[src/rtl/rmw_long_latency_tbl.sv]
// Long-latency state table: fixed-latency pipelined reads, single-cycle writes.
// Optional macro RMW_LONG_LATENCY_TBL_SNOOP_EN: in-flight reads pick up writes to their id.
module rmw_long_latency_tbl #(
   parameter int unsigned W     = 32,
   parameter int unsigned ID_W  = 4,
   parameter int unsigned TAG_W = 4,
   parameter int unsigned LAT   = 4,
   localparam int unsigned CNT_W = $clog2(LAT + 1) + 1
) (
   input  logic             clk,
   input  logic             rst,
   input  logic             tbl_wr_r,
   input  logic [ID_W-1:0]  tbl_wr_id_r,
   input  logic [W-1:0]     tbl_wr_word_r,
   input  logic             tbl_rd_r,
   input  logic [ID_W-1:0]  tbl_rd_id_r,
   input  logic [TAG_W-1:0] tbl_rd_itag_r,
   output logic             tbl_rd_word_vld_r,
   output logic [W-1:0]     tbl_rd_word_r,
   output logic [TAG_W-1:0] tbl_rd_ctag_r,
   output logic [CNT_W-1:0] tbl_inflight_r
);

   localparam int unsigned DEPTH = 1 << ID_W;

   typedef logic [W-1:0]     word_t;
   typedef logic [ID_W-1:0]  id_t;
   typedef logic [TAG_W-1:0] tag_t;

   word_t            mem_q [DEPTH];
   word_t            mem_d [DEPTH];
   logic [LAT-1:0]   vld_q, vld_d;
   id_t              id_q   [LAT];
   id_t              id_d   [LAT];
   tag_t             tag_q  [LAT];
   tag_t             tag_d  [LAT];
   word_t            data_q [LAT];
   word_t            data_d [LAT];
   logic [CNT_W-1:0] inflight_q, inflight_d;

   always_comb begin : mem_next
      mem_d = mem_q;
      if (tbl_wr_r) begin
         mem_d[tbl_wr_id_r] = tbl_wr_word_r;
      end
   end

   // Valid always advances; payload only moves behind a valid so the output stage holds.
   always_comb begin : pipe_next
      vld_d[0]  = tbl_rd_r;
      id_d[0]   = id_q[0];
      tag_d[0]  = tag_q[0];
      data_d[0] = data_q[0];
      if (tbl_rd_r) begin
         id_d[0]   = tbl_rd_id_r;
         tag_d[0]  = tbl_rd_itag_r;
         data_d[0] = mem_q[tbl_rd_id_r];
      end
      for (int k = 1; k < int'(LAT); k++) begin
         vld_d[k]  = vld_q[k-1];
         id_d[k]   = id_q[k];
         tag_d[k]  = tag_q[k];
         data_d[k] = data_q[k];
         if (vld_q[k-1]) begin
            id_d[k]   = id_q[k-1];
            tag_d[k]  = tag_q[k-1];
            data_d[k] = data_q[k-1];
         end
      end
`ifdef RMW_LONG_LATENCY_TBL_SNOOP_EN
      // Write-first: every stage holding a valid read of the written id takes the new word.
      for (int k = 0; k < int'(LAT); k++) begin
         if (tbl_wr_r && vld_d[k] && (id_d[k] == tbl_wr_id_r)) begin
            data_d[k] = tbl_wr_word_r;
         end
      end
`endif
   end

   always_comb begin : cnt_next
      inflight_d = inflight_q + CNT_W'(tbl_rd_r) - CNT_W'(vld_q[LAT-1]);
   end

   always_ff @(posedge clk) begin : regs
      if (rst) begin
         for (int i = 0; i < int'(DEPTH); i++) begin
            mem_q[i] <= '0;
         end
         vld_q <= '0;
         for (int k = 0; k < int'(LAT); k++) begin
            id_q[k]   <= '0;
            tag_q[k]  <= '0;
            data_q[k] <= '0;
         end
         inflight_q <= '0;
      end else begin
         mem_q      <= mem_d;
         vld_q      <= vld_d;
         id_q       <= id_d;
         tag_q      <= tag_d;
         data_q     <= data_d;
         inflight_q <= inflight_d;
      end
   end

   assign tbl_rd_word_vld_r = vld_q[LAT-1];
   assign tbl_rd_word_r     = data_q[LAT-1];
   assign tbl_rd_ctag_r     = tag_q[LAT-1];
   assign tbl_inflight_r    = inflight_q;

endmodule

[config.mk]
export PLATFORM = sky130hd
export DESIGN_NAME = rmw_long_latency_tbl
export DESIGN_NICKNAME = d
export VERILOG_FILES = /design/src/rtl/rmw_long_latency_tbl.sv
export SDC_FILE = /design/constraint.sdc
export NUM_CORES = 1
export LEC_CHECK = 0
export CAP_MARGIN = 10
export CORE_ASPECT_RATIO = 2
export CORE_MARGIN = 10
export CORE_UTILIZATION = 40
export DETAILED_ROUTE_END_ITERATION = 10
export GPL_ROUTABILITY_DRIVEN = 0
export SLEW_MARGIN = 10
export SYNTH_ARGS = -nofsm -noshare
export SYNTH_HDL_FRONTEND = slang
export SYNTH_SLANG_ARGS = --single-unit
[constraint.sdc]
create_clock -name clk -period 2.8 [get_ports clk]
set_clock_uncertainty 0.05 [all_clocks]
set_input_delay 0.84 -clock clk [delete_from_list [all_inputs] [get_ports clk]]
set_output_delay 0.84 -clock clk [all_outputs]
set_load 0.1 [all_outputs]
==> results.toml, run 1 <==
[drt]
wl_per_cell_um = 20.1
via_count = 22700
drt_iter0_drc = 1647
wl_um = 86000
antenna_left = 0
vias_per_cell = 5.30
first_pass_iters = 6
drc_errors = 0

[setup_path]
crit_family = "flip-flops"
reg2reg_from = "tbl_inflight_r[0]$_SDFF_PP0_"
r2r-end = "tbl_inflight_r[2]$_SDFF_PP0_"
crit_start = "tbl_inflight_r[1]$_SDFF_PP0_"
cp.buffers_inverters = 1
cp_max_fo = 4
reg2reg_depth = 8
crit_required_ns = 1.91
crit_path_end_kind = "output pin"
cpMaxStageDelayCell = "dfxtp_1"
critical_path.max_stage_delay_ns = 0.41
worstSetupPathType = "flop to output pin"
worstPathCellList = "buf_4"
start_kind = "flop"
worstPathArrival_ns = 1.35
r2r_slack_ns = 1.09

[cells_and_area]
seq_area_um2 = 13300
area_growth_pct = 14.7
nets = 3394
multi_input_area_um2 = 12800
drive_gt1_share_pct = 8.53
fillers = 6609
final_cell_area_um2 = 31600
fin_util_pct = 46.1

[clock_tree]
clk_path_buf_depth = 3
cts_made_buffers = 55
clock_sinks = 664
cts-hold-fix-buffers = 0
path_clk_slew_ns = 0.07
post_cts_resized = 0
root_buffer = "clkbuf_16"
htreeDepth = 2
clk_latency_ns = 0.63
post-cts-setup-buffers = 0
cts_tree = "built"

[global_route]
grt_util_all_layers_pct = 20.9
grt_pass1_wl_um = 131000
grt_pass1_vias = 21800
grt_max_degree = 214
grt.overflow.total = 0
grt_antenna_before_repair = 4

[floorplanning]
start_util_pct = 40.2
die-area_um2 = 80400
coreArea_um2 = 68600
die_width_um = 206
ios = 89
dieHeight_um = 391
rows = 136

[synthesis]
yosysSeqAreaShare_pct = 48.3
synth.cell_area_um2 = 27500
synthCells = 3438
syn_nets = 3491
ys_async_sr_fraction_pct = 0
ys_warn_count = 0
synth_cell_type_count = 31
synth-edff-count = 0
synth_area_per_cell_um2 = 8.01
synth-seq-cells = 664
synth_top_flop_cell = "dfxtp_1"

[placement]
hpwl_um = 51400
port_buffers = 88
dpl-instance-area_um2 = 29600

[flow_run]
drv_cap = 0

[sta]
slew_headroom_pct = 25.0
hold_violations = 0
max_freq_mhz = 446
finalSetupTns_ns = 0
setup_viol = 0
rsz0062_at_grt = "no"
finalCritPeriodShare_pct = 80.1
worst_pin_slew_ns = 1.13
report.final.slew_viol_count = 0
min_period_ns = 2.24

[power_and_ir_drop]
p_clk_share_pct = 42.7
netSwitchingPower_uw = 4810
p_sw_share_pct = 24.5
ir_drop_v = 0.000520
power.density_nw_per_um2 = 622
seqPwrFrac_pct = 49.4
leakage_uw = 0.0113
p_int_uw = 14800
pwr-share-comb_pct = 7.9

[hold_path]
hp-start = "mem_q[168]$_SDFFE_PP0P_"
hold_path_class = "flop to flop"
hold_end = "mem_q[168]$_SDFFE_PP0P_"
whs_path_depth = 2

[outcome]
outcome = "finished, final reports clean"
-- metal layers --
layer / part of all wire [%] / vias up / global-route usage (%)
li1: - / 11100 / -
met1: 38 / 10800 / 23.7
met2: 53 / 635 / 38.5
met3: 4.7 / 194 / 2.10
met4: 4.0 / 0 / 8.85
met5: 0 / - / 0
-- logic make-up after synthesis --
logic type                 synth area share, %
and+or+nand+nor                           19.8
DFF                                       48.3
AOI/OAI and AO/OA                         12.3
buffers and inverters                     5.88
muxes                                     13.4
adders and majority gates                0.254
xor gates and xnor gates                0.0954
-- cells in the final DEF (no fill, tap or decap), drive strengths merged --
| master | netlist | layout |
|---|---|---|
| dfxtp | 664 | 664 |
| nand2 | 1124 | 1124 |
| a21o | 1 | 1 |
| nor4 | 1 | 1 |
| clkbuf | 245 | 77 |
| and3 | 3 | 3 |
| xnor2 | 1 | 1 |
| or4 | 1 | 1 |
| nand2b | 4 | 4 |
| xor2 | 2 | 2 |
| and2 | 2 | 2 |
| bufinv | 0 | 8 |
| a22oi | 64 | 64 |
| nand3 | 102 | 102 |
| or3b | 1 | 1 |
| nor3 | 7 | 7 |
| or2 | 3 | 3 |
| clkinvlp | 0 | 7 |
| clkdlybuf4s50 | 0 | 45 |
| nand3b | 1 | 1 |
| or3 | 6 | 6 |
| buf | 118 | 164 |
| mux2i | 368 | 368 |
| nor2b | 9 | 9 |
| fa | 1 | 1 |
| clkinv | 0 | 10 |
| ha | 4 | 4 |
| a21oi | 577 | 577 |
| nor2 | 122 | 122 |
| inv | 6 | 7 |
| nor3b | 1 | 1 |
| diode | 0 | 1 |
-- final cells by class --
class,count,share of cell area (%)
tap,897,3.55
clock inverter,26,1.13
antenna,1,0.00792
sequential,664,42.1
clock buffer,77,5.01
timing repair buffer,209,7.75
inverter,6,0.0713
multi-input combinational,2405,40.4
-- synthesized netlist by cell type, types with 9 or more instances --
library cell | instances | share of area [%]
nor2_1 | 122 | 1.7
clkbuf_1 | 245 | 3.3
a22oi_1 | 64 | 1.7
a21oi_1 | 577 | 10
buf_2 | 77 | 1.4
buf_4 | 37 | 1.0
dfxtp_1 | 664 | 48
mux2i_1 | 368 | 13
nand3_1 | 102 | 1.9
nor2b_1 | 9 | 0.20
nand2_1 | 1124 | 15
-- worst register-to-register path, stage by stage, from the launching register on --
cell and delay (ns):
dfxtp_1 0.34, inv_1 0.05, ha_1 0.26, inv_1 0.06
ha_1 0.16, inv_1 0.06, fa_1 0.40, xor2_1 0.14
nor2_1 0.05
-- worst max path at each step --
stage	end	slack (ns)	cells past startpoint
6_report	tbl_inflight_r[1]	0.56	1
3_3_place_gp	mem_q[354]$_SDFFE_PP0P_	0.10	6
5_1_grt	tbl_inflight_r[1]	0.51	1
4_1_cts	tbl_inflight_r[1]	0.53	1
3_5_place_dp	mem_q[256]$_SDFFE_PP0P_	0.09	7
2_1_floorplan	tbl_inflight_r[2]$_SDFF_PP0_	0.50	8
-- sequential cells by signal, indices dropped and copies added (netlist names) --
register        count
mem_q             512
tag_q              12
tbl_rd_ctag_r       4
tbl_inflight_r      4
data_q             96
tbl_rd_word_r      32
vld_q               4
-- power groups by stage --
stage / sequential, uW / clock (uW) / combinational [uW]
5_1_grt: 9720 / 8850 / 1650
3_3_place_gp: 9920 / 0 / 1530
6_report: 9700 / 8380 / 1550
2_1_floorplan: 9960 / 0 / 888
3_5_place_dp: 9920 / 0 / 1540
4_1_cts: 9700 / 8510 / 1550
-- through the flow --
stage                     worst slack [ns]  instances  total power [uW]  hold slack, ns
after CTS                            0.535       4284             19800           0.405
after detailed placement            0.0878       4181             11500           0.394
final                                0.558       4285             19600           0.403
after floorplan                      0.499       3438             10900           0.375
after global placement               0.101       4181             11500           0.388
after global routing                 0.507       4285             20200           0.418
Power figures use the tool's default switching activity.
==> run 2: changes to the inputs <==
==> constraint.sdc (replaced) <==
create_clock -name clk -period 2.32 [get_ports clk]
set_clock_uncertainty 0.05 [all_clocks]
set_input_delay 0.696 -clock clk [delete_from_list [all_inputs] [get_ports clk]]
set_output_delay 0.696 -clock clk [all_outputs]
set_load 0.1 [all_outputs]
==> run 2 against run 1 <==
  * Die area unchanged
  * First-iteration DRC count up 0.24%
  * Setup slack got worse by 0.28 ns
  * Total power up 19%
  * Clock power increased by 15%
  * Via count grew 1.7%
==> results.toml, run 2 (synthesized netlist as in run 1, its figures left out) <==
[outcome]
outcome = "finished, final reports clean"

[sta]
setup_viol = 0
max_freq_mhz = 489
worst_pin_slew_ns = 0.706
rsz0062_at_grt = "no"
report.final.slew_viol_count = 0
slew_headroom_pct = 53.0
min_period_ns = 2.04
hold_violations = 0
finalCritPeriodShare_pct = 88.1

[drt]
drt-met1-wl_um = 33200
via_count = 23100
routed.top_layer = "met5"
antenna_left = 0
drt_iter0_drc = 1651
drc_errors = 0
wl_met3_um = 4210
wl_met2_um = 46300
wl_um = 87500
vias_per_cell = 5.29
first_pass_iters = 5
wl_per_cell_um = 20.0

[floorplanning]
start_util_pct = 40.2
die-area_um2 = 80400
dieHeight_um = 391
rows = 136
coreArea_um2 = 68600
ios = 89
die_width_um = 206

[cells_and_area]
final_common_cell = "nand2_1"
fin_util_pct = 47.0
nets = 3475
final_cell_area_um2 = 32200
antenna_cells = 0
drive_gt1_share_pct = 10.6
final_cell_mix = "1123 x nand2_1, 661 x dfxtp_1, 577 x a21oi_1, 368 x mux2i_1, 171 x buf_4"
regMostFlops = "mem_q"
area_growth_pct = 17.0
largest_reg_flops = 512
fin_cells = 4365
fillers = 6675

[clock_tree]
path_clk_slew_ns = 0.07
clk_latency_ns = 0.63
post_cts_resized = 0
clock_sinks = 664
cts_made_buffers = 56
clk_path_buf_depth = 3
root_buffer = "clkbuf_16"
post-cts-setup-buffers = 0
htreeDepth = 2
cts_tree = "built"
cts-hold-fix-buffers = 0

[hold_path]
hp-start = "rst"
whs_path_depth = 2
hold_end = "vld_q[0]$_SDFF_PP0_"
hold_path_class = "input pin to flop"

[setup_path]
cp.buffers_inverters = 1
crit_start = "vld_q[3]$_SDFF_PP0_"
worstPathArrival_ns = 1.30
r2r_slack_ns = 0.60
critical_path.max_stage_delay_ns = 0.37
r2r-end = "tbl_inflight_r[2]$_SDFF_PP0_"
reg2reg_from = "tbl_inflight_r[0]$_SDFF_PP0_"
crit_family = "flip-flops"
crit_path_end_kind = "output pin"
cpMaxStageDelayCell = "dfxtp_1"
reg2reg_depth = 8
start_kind = "flop"
cp_max_fo = 2
worstSetupPathType = "flop to output pin"
worstPathCellList = "buf_4"
crit_required_ns = 1.57

[power_and_ir_drop]
ir_drop_v = 0.000564
power.density_nw_per_um2 = 724
leakage_uw = 0.0117

[placement]
placed_cells = 4261
port_buffers = 88
dpl-instance-area_um2 = 30400
hpwl_um = 54000

[global_route]
grt_pass1_wl_um = 133000
grt_pass1_vias = 22300
grt_max_degree = 139
grt_util_all_layers_pct = 21.2
grt.overflow.total = 0
grt_antenna_before_repair = 1

[flow_run]
drv_cap = 0
## run 2: area by class of cell
class,count,area [um2],share of cell area (%)
clock inverter,21,210,0.652
tap,897,1120,3.48
clock buffer,83,1630,5.07
timing repair buffer,289,3190,9.88
multi-input combinational,2405,12800,39.6
inverter,6,22.5,0.0699
sequential,664,13300,41.3
## run 2: power by group
group / internal (uW) / leakage (uW) / switching (uW)
registers: 11600 / 0.00537 / 128
logic: 739 / 0.00545 / 1260
clock network: 5230 / 0.000918 / 4410
total: 17500 / 0.0117 / 5800
## run 2: through the flow
| step | total power, uW | setup WS, ns | setup TNS (ns) | hold WS [ns] |
|---|---|---|---|---|
| after floorplan | 13100 | 0.0190 | 0 | 0.375 |
| after global placement | 14000 | -0.246 | -71.85 | 0.390 |
| after detailed placement | 14000 | -0.300 | -88.59 | 0.396 |
| after CTS | 23500 | 0.226 | 0 | 0.207 |
| after global routing | 24100 | 0.210 | 0 | 0.216 |
| final | 23300 | 0.275 | 0 | 0.231 |
## run 2: per-layer routing
| layer | track usage, % | vias up |
|---|---|---|
| li1 | - | 11300 |
| met1 | 23.7 | 11000 |
| met2 | 39.5 | 643 |
| met3 | 2.18 | 215 |
| met4 | 9.10 | 2 |
| met5 | 0 | - |
## run 2: how the worst max path moves through the flow
stage,to,slack [ns],cells after the start
2_1_floorplan,tbl_inflight_r[2]$_SDFF_PP0_,0.02,8
3_3_place_gp,mem_q[324]$_SDFFE_PP0P_,-0.25,7
3_5_place_dp,mem_q[350]$_SDFFE_PP0P_,-0.30,7
4_1_cts,tbl_rd_word_vld_r,0.23,1
5_1_grt,tbl_rd_word_vld_r,0.21,1
6_report,tbl_rd_word_vld_r,0.28,1
==> run 3: changes to the inputs <==
--- a/config.mk
+++ b/config.mk
@@ -6,9 +6,10 @@
 export NUM_CORES = 1
 export LEC_CHECK = 0
 export CAP_MARGIN = 10
-export CORE_ASPECT_RATIO = 2
+export CORE_ASPECT_RATIO = 1.2
 export CORE_MARGIN = 10
 export CORE_UTILIZATION = 40
+export CTS_BUF_LIST = sky130_fd_sc_hd__clkbuf_16
 export DETAILED_ROUTE_END_ITERATION = 10
 export GPL_ROUTABILITY_DRIVEN = 0
 export SLEW_MARGIN = 10
==> run 3 against run 2 <==
  * Total power up 3.4%
  * Register-to-register slack better by 0.03 ns
  * Setup slack gained 0.036 ns
  * Fmax up 1.8%
  * Cell area grew 0.67%
  * Clock-buffer cell count fell by 10
  * Hold slack better by 0.041 ns
  * Cell count is essentially flat
  * Combinational power decreased by 3%
  * Utilization grew 0.49 points
==> results.toml, run 3 (synthesized netlist as in run 1, its figures left out) <==
[floorplanning]
coreArea_um2 = 68300
die_width_um = 260
rows = 105
die-area_um2 = 79800
start_util_pct = 40.3
ios = 89
dieHeight_um = 307

[setup_path]
critical_path.max_stage_delay_ns = 0.45
r2r_slack_ns = 0.63
crit_path_end = "tbl_inflight_r[1]"
worstSetupPathType = "flop to output pin"
worstPathArrival_ns = 1.26
worstPathCellList = "buf_12"
reg2reg_from = "tbl_inflight_r[0]$_SDFF_PP0_"
crit_family = "flip-flops"
crit_required_ns = 1.57
cp_max_fo = 4
crit_path_end_kind = "output pin"
crit_start = "tbl_inflight_r[1]$_SDFF_PP0_"
cp.buffers_inverters = 1
r2r-end = "tbl_inflight_r[2]$_SDFF_PP0_"
reg2reg_depth = 8
start_kind = "flop"
cpMaxStageDelayCell = "dfxtp_1"
crit_cells = 1

[cells_and_area]
final_common_cell = "nand2_1"
fin_cells = 4366
fillers = 6613
drive_gt1_share_pct = 10.1
area_growth_pct = 17.8
regMostFlops = "mem_q"
multi_input_area_um2 = 12800
nets = 3465
largest_reg_flops = 512
final_cell_mix = "1122 x nand2_1, 661 x dfxtp_1, 577 x a21oi_1, 368 x mux2i_1, 140 x buf_4"
fin_util_pct = 47.5
seq_area_um2 = 13300

[sta]
hold_violations = 0
hold_ws_ns = 0.272
fin_ws_ns = 0.312
min_period_ns = 2.01
worst_pin_slew_ns = 1.07
rsz0062_at_grt = "no"
setup_viol = 0
slew_headroom_pct = 28.4
report.final.slew_viol_count = 0
max_freq_mhz = 498
finalCritPeriodShare_pct = 86.6

[global_route]
grt_pass1_vias = 21300
grt_util_all_layers_pct = 20.1
grt_max_degree = 201
grt_antenna_before_repair = 4
grt.overflow.total = 0
grt_pass1_wl_um = 127000

[placement]
placed_cells = 4251
dp_slack_ns = -0.212
hpwl_um = 49300
port_buffers = 88

[drt]
vias_per_cell = 5.23
antenna_left = 0
wl_um = 81900
wl_per_cell_um = 18.7
drc_errors = 0
first_pass_iters = 6
drt_iter0_drc = 2038
via_count = 22800

[power_and_ir_drop]
power.density_nw_per_um2 = 744
p_clk_share_pct = 43.3
p_int_uw = 18300
p_sw_share_pct = 24.2
total_power_uw = 24100
leakage_uw = 0.0118
seqPwrFrac_pct = 48.6
ir_drop_v = 0.000671
pwr-share-comb_pct = 8.0
netSwitchingPower_uw = 5850

[clock_tree]
cts_made_buffers = 68
cts-hold-fix-buffers = 0
cts_tree = "built"
clk_latency_ns = 0.61
path_clk_slew_ns = 0.06
post_cts_resized = 0
htreeDepth = 3
clock_sinks = 664
post-cts-setup-buffers = 0
root_buffer = "clkbuf_16"
clk_path_buf_depth = 3

[outcome]
outcome = "finished, final reports clean"

[hold_path]
hold_path_class = "input pin to flop"

[flow_run]
drv_cap = 0
-- run 3: cell types whose count changed in the layout (fill, tap and decap cells not counted), sizes merged --
cell | before | now
buf | 244 | 222
clkbuf | 83 | 73
clkinv | 15 | 23
diode | 0 | 1
inv | 9 | 21
-- run 3: worst min path at each step --
stage	depth (start not counted)	slack (ns)	endpoint	start
after global placement	2	0.39	data_q[110]$_SDFFE_PP0P_	data_q[110]$_SDFFE_PP0P_
after floorplan	2	0.38	data_q[100]$_SDFFE_PP0P_	data_q[100]$_SDFFE_PP0P_
after global routing	2	0.27	data_q[39]$_SDFFE_PP0P_	rst
after detailed placement	2	0.40	mem_q[246]$_SDFFE_PP0P_	mem_q[246]$_SDFFE_PP0P_
final	2	0.27	tbl_rd_ctag_r[3]$_SDFFE_PP0P_	rst
after CTS	2	0.24	data_q[39]$_SDFFE_PP0P_	rst
-- run 3: layout make-up --
| type | count | area share (%) |
|---|---|---|
| Antenna cell | 1 | 0.00771 |
| Timing Repair Buffer | 267 | 9.66 |
| Clock inverter | 41 | 0.794 |
| Tap cell | 909 | 3.51 |
| Clock buffer | 73 | 5.63 |
| Sequential cell | 664 | 41.0 |
| Multi-Input combinational cell | 2405 | 39.3 |
| Inverter | 6 | 0.0694 |
-- run 3: per-stage QoR --
stage / setup TNS (ns) / area (um2)
5_1_grt: 0 / 32400
3_3_place_gp: -49.94 / 30400
2_1_floorplan: 0 / 27500
4_1_cts: 0 / 32400
3_5_place_dp: -62.22 / 30400
6_report: 0 / 32400
-- run 3: power groups by stage --
stage / sequential (uW) / clock, uW / combinational (uW)
floorplan: 12000 / 0 / 1070
global placement: 12000 / 0 / 1930
detailed placement: 12000 / 0 / 1940
CTS: 11700 / 10700 / 1940
global route: 11700 / 11100 / 2080
finish: 11700 / 10500 / 1940
-- run 3: routing by layer --
metal	global-route usage [%]	part of all wire, %	vias to the layer above
li1	-	-	11200
met4	5.44	1.8	4
met2	32.6	47	648
met1	27.2	44	10800
met5	0	0.033	-
met3	3.33	6.8	96
